File: config.mk
export PLATFORM = sky130hd
export DESIGN_NAME = timer_seq_ctrl
export DESIGN_NICKNAME = d
export VERILOG_FILES = /design/src/rtl/timer_seq_ctrl.sv
export SDC_FILE = /design/constraint.sdc
export NUM_CORES = 1
export LEC_CHECK = 0
export ABC_AREA = 1
export BUFFER_PORTS_ARGS = -buffer_cell sky130_fd_sc_hd__buf_2
export CORE_MARGIN = 2
export CORE_UTILIZATION = 33
export CTS_CLUSTER_SIZE = 30
export DETAILED_ROUTE_END_ITERATION = 8
export PLACE_DENSITY_LB_ADDON = 0.05
export SLEW_MARGIN = 20
export SYNTH_ARGS = -nofsm -noshare
export SYNTH_HDL_FRONTEND = slang
export SYNTH_SLANG_ARGS = --single-unit
export TNS_END_PERCENT = 100
File: constraint.sdc
create_clock -name clk -period 1.96 [get_ports clk]
set_input_delay 0.588 -clock clk [delete_from_list [all_inputs] [get_ports clk]]
set_output_delay 0.588 -clock clk [all_outputs]
set_load 0.02 [all_outputs]
File: src/rtl/timer_seq_ctrl.sv
`default_nettype none
// ============================================================================
//  Module   : timer_seq_ctrl
//  Purpose  : Sequencing controller for a WIDTH-bit up/down/load counter.
//             Runs countdown or count-up-to-limit sessions paced by an
//             external tick, with start/pause/resume/clear and a done pulse.
//  Revision : 1.0  initial release
// ============================================================================
module timer_seq_ctrl #(
  parameter int WIDTH       = 16,
  parameter bit AUTO_RELOAD = 1'b0
) (
  input  logic             clk,
  input  logic             reset,
  input  logic             start,
  input  logic             stop,
  input  logic             clear,
  input  logic             dir_up,
  input  logic [WIDTH-1:0] preset,
  input  logic             tick,
  input  logic [WIDTH-1:0] cnt_Q,
  input  logic             cnt_UTC,
  input  logic             cnt_DTC,
  output logic [WIDTH-1:0] cnt_D,
  output logic             cnt_ld,
  output logic             cnt_up,
  output logic             cnt_dw,
  output logic             busy,
  output logic             done,
  output logic [2:0]       state
);

  typedef enum logic [2:0] {
    S_IDLE  = 3'd0,
    S_LOAD  = 3'd1,
    S_RUN   = 3'd2,
    S_PAUSE = 3'd3,
    S_DONE  = 3'd4
  } state_t;

  state_t           state_r;
  state_t           state_nx;
  logic [WIDTH-1:0] preset_r;
  logic             dir_r;
  logic             term;
  logic             latch_cfg;
  logic             unused_status;

  // The all-ones flag is status only; terminal detection uses Q or DTC.
  assign unused_status = cnt_UTC;

  // Up sessions end when Q reaches the limit, down sessions when Q hits zero.
  assign term = dir_r ? (cnt_Q == preset_r) : cnt_DTC;

  // A new session (from IDLE or DONE) captures preset and direction.
  assign latch_cfg = start & ~clear & ((state_r == S_IDLE) | (state_r == S_DONE));

  assign busy  = (state_r == S_LOAD) | (state_r == S_RUN);
  assign state = state_r;

  // State, session configuration and the registered done pulse.
  always_ff @(posedge clk or posedge reset) begin
    if (reset) begin
      state_r  <= S_IDLE;
      preset_r <= '0;
      dir_r    <= 1'b0;
      done     <= 1'b0;
    end else begin
      state_r <= state_nx;
      done    <= ~clear & (state_r == S_RUN) & term;
      if (latch_cfg) begin
        preset_r <= preset;
        dir_r    <= dir_up;
      end
    end
  end

  // Next-state and counter-pin decode; clear overrides every transition.
  always_comb begin
    state_nx = state_r;
    cnt_D    = '0;
    cnt_ld   = 1'b0;
    cnt_up   = 1'b0;
    cnt_dw   = 1'b0;
    case (state_r)
      S_IDLE: begin
        cnt_ld = 1'b1;
        if (start) state_nx = S_LOAD;
      end
      S_LOAD: begin
        cnt_ld   = 1'b1;
        cnt_D    = dir_r ? '0 : preset_r;
        state_nx = S_RUN;
      end
      S_RUN: begin
        // Enables are masked at terminal count so the counter never wraps.
        cnt_up = tick & dir_r & ~term;
        cnt_dw = tick & ~dir_r & ~term;
        if (term)      state_nx = AUTO_RELOAD ? S_LOAD : S_DONE;
        else if (stop) state_nx = S_PAUSE;
      end
      S_PAUSE: begin
        if (start) state_nx = S_RUN;
      end
      S_DONE: begin
        if (start) state_nx = S_LOAD;
      end
      default: state_nx = S_IDLE;
    endcase
    if (clear) state_nx = S_IDLE;
  end

endmodule
`default_nettype wire
==> flow_metrics.env <==
export IMPL_cts_tree="done"
export IMPL_swShare=0.4343
export IMPL_fin_worst_skew_ns=0.0009110
export IMPL_synthAdderAreaFrac=0
export IMPL_power_frac_comb=0.579
export IMPL_cts_root_buf="clkbuf_8"
export IMPL_numPortBuffers=63
export IMPL_finalNetCount=307
export IMPL_die_area_um2=4409
export IMPL_place_congestion=0.8187
export IMPL_syn_avg_cell_area_um2=6.909
export IMPL_setup_viol_count_final=15
export IMPL_synth_top_family_by_area="simple AND/OR/NAND/NOR gates"
export IMPL_critPathArrivalTime_ns=1.60
export IMPL_relSlewSlack=0.7792
export IMPL_cts_buffer_depth=2
export IMPL_grt_usage=0.1636
export IMPL_power_density_nw_per_um2=1248
export IMPL_start_util=0.3458
export IMPL_dp_slack_ns=-0.2406
export IMPL_stdcell_area_um2=1974
export IMPL_yosys_warnings=0
export IMPL_total_leakage_power_nw=1.116
export IMPL_cp_required_ns=1.37
export IMPL_dr_pass1_iters=4
export IMPL_seqPwrFrac=0.306
export IMPL_dp_hpwl_um=2450
export IMPL_totalWireLength_um=3453
export IMPL_hold_viol=0
export IMPL_viasPerCell=4.409
export IMPL_antenna_found_initial=0
export IMPL_antenna_left=0
export IMPL_cts_made_buffers=3
export IMPL_clkTransAtPathRegs_ns=0.07
export IMPL_ys_types=22
export IMPL_area_delta_synth_final_pct=53.65
export IMPL_hold_path_class="input pin to asynchronous set/reset pin"
export IMPL_drt_initial_drc_count=56
export IMPL_clk_latency_ns=0.26
export IMPL_final_min_clock_period_ns=2.185
export IMPL_ys_seq_area_frac=0.4090
export IMPL_cts_sinks=21
export IMPL_crit_fanout=2
export IMPL_grt_max_degree=22
export IMPL_fin_crit_sh=1.115
export IMPL_peakVddDrop_mv=0.6014
export IMPL_synthSimpleGateAreaFrac=0.3311
export IMPL_die_y_um=66.40
export IMPL_internal_power_w=0.001394
export IMPL_grt_pass1_vias=1242
export IMPL_layout_drive_gt1_share=0.4755
export IMPL_synth_xor_area_frac=0.03408
export IMPL_drc=0
export IMPL_synth_compound_area_frac=0.07790
export IMPL_grt_overflow_total=0
export IMPL_via_count=1380
export IMPL_final_cell_mix="41 x nand2_1, 39 x buf_2, 31 x nor2_1, 28 x buf_4, 20 x dfrtp_1"
export IMPL_syn_area_um2=1285
export IMPL_final_util=0.5313
export IMPL_fp_dieW_um=66.40
export IMPL_clkPwrFrac=0.115
export IMPL_rsz0062_at_grt="yes"
export IMPL_wl_per_cell_um=11.03
export IMPL_core_area_um2=3716
export IMPL_ys_seq_elements=21
export IMPL_htreeDepth=1
export IMPL_start_kind="input pin"
export IMPL_fmax_mhz=457.7
export IMPL_synthCells=186
export IMPL_p_switching_w=0.001071
export IMPL_final_common_cell="nand2_1"
export IMPL_violations="setup timing"
export IMPL_slew_violations=0
export IMPL_cap_violations=0
export IMPL_outcome="complete, but fails checks"
export IMPL_synth_nets=227
export IMPL_worst_pin_slew_ns=0.3308
export IMPL_synthMuxAreaShare=0.02921
export IMPL_fin_ws_ns=-0.2248
export IMPL_grt_pass1_wl_um=5416
export IMPL_endpoint_kind="output pin"
export IMPL_n_antenna_cell=0
export IMPL_worstSetupPathType="input pin to output pin"
export IMPL_rows=22
export IMPL_hold_buffers=0
export IMPL_dpl_instance_area_um2=1688
export IMPL_boundaryPins=65
## final timing paths
kind,to,slack [ns],startpoint,cells after the start
setup / recovery,cnt_up,-0.22,cnt_Q[11],13
hold / removal,done,0.35,reset,3
setup reg to reg,preset_r[7],0.42,state[1],6
hold reg to reg,preset_r[15],0.54,preset_r[15],2
max in group asynchronous,state[2],1.38,reset,3
min in group clk,preset_r[15],0.54,preset_r[15],2
## timing repair
action | CTS | global route
cloned | 0 | 1
setup buffers | 5 | 2
endpoints found under the hold margin | 0 | 0
endpoints found under the setup margin | 18 | 20
pin swaps | 6 | 6
gates resized for setup | 34 | 25
## through the flow
stage / total power (W) / setup TNS (ns) / hold WS, ns / std cells
2_1_floorplan: 0.001553 / -0.1201 / 0.5008 / 186
3_3_place_gp: 0.001902 / -0.4639 / 0.5345 / 301
3_5_place_dp: 0.001906 / -0.4726 / 0.5350 / 301
4_1_cts: 0.002333 / -1.166 / 0.3572 / 310
5_1_grt: 0.002687 / -2.948 / 0.3846 / 313
6_report: 0.002465 / -1.544 / 0.3468 / 313
## power groups by stage
stage | registers [W] | logic [W] | clock network [W]
6_report | 0.000754 | 0.00143 | 0.000283
2_1_floorplan | 0.000769 | 0.000784 | 0
4_1_cts | 0.000752 | 0.00129 | 0.000292
5_1_grt | 0.000777 | 0.00160 | 0.000314
3_5_place_dp | 0.000758 | 0.00115 | 0
3_3_place_gp | 0.000752 | 0.00115 | 0
## synth_stat cells (all sizes together)
| master | instances | area share |
|---|---|---|
| a21oi | 15 | 0.058 |
| buf | 4 | 0.025 |
| dfrtp | 21 | 0.41 |
| inv | 32 | 0.093 |
| mux2 | 3 | 0.029 |
| nand2 | 46 | 0.14 |
| nand3 | 8 | 0.035 |
| nand4 | 1 | 0.0049 |
| nor2 | 47 | 0.15 |
| o211ai | 1 | 0.0058 |
| o21a | 1 | 0.0058 |
| o21ai | 2 | 0.0078 |
| xnor2 | 4 | 0.027 |
| xor2 | 1 | 0.0068 |
## registers in the layout (all words and copies together), names as in the netlist
| signal | flops |
|---|---|
| state | 3 |
| preset_r | 16 |
| dir_r | 1 |
| done | 1 |
## kinds of logic (layout without fill, tap and decap cells)
group / after synthesis / in the layout
AND/OR/NAND/NOR: 102 / 102
buffers and inverters: 36 / 115
flip-flops: 21 / 21
AO/OA/AOI/OAI: 19 / 19
XOR/XNOR: 5 / 5
multiplexers: 3 / 3
## final cells by class
| cell class | instances | area [µm²] |
|---|---|---|
| Fill cell | 402 | 1742 |
| Multi-Input combinational cell | 129 | 664.4 |
| Timing Repair Buffer | 79 | 558.0 |
| Sequential cell | 21 | 526.8 |
| Inverter | 32 | 120.1 |
| Tap cell | 48 | 60.06 |
| Clock buffer | 4 | 45.04 |
## critical path, stage by stage
cell,delay (ns)
buf_6,0.09
inv_1,0.04
nand2_1,0.04
nand2_1,0.05
nor2_1,0.04
nand3_1,0.10
nor2_2,0.05
nand2_2,0.07
nand2_2,0.07
nor2_4,0.13
nand2_2,0.08
nor2_2,0.10
buf_6,0.12
## metal layers
layer	routed length (µm)	track usage
met1	1565	0.2013
met2	1638	0.2825
met3	236	0.05451
met4	13	0.02296
met5	0	0
Note: power is estimated with default switching activity, not from simulation.
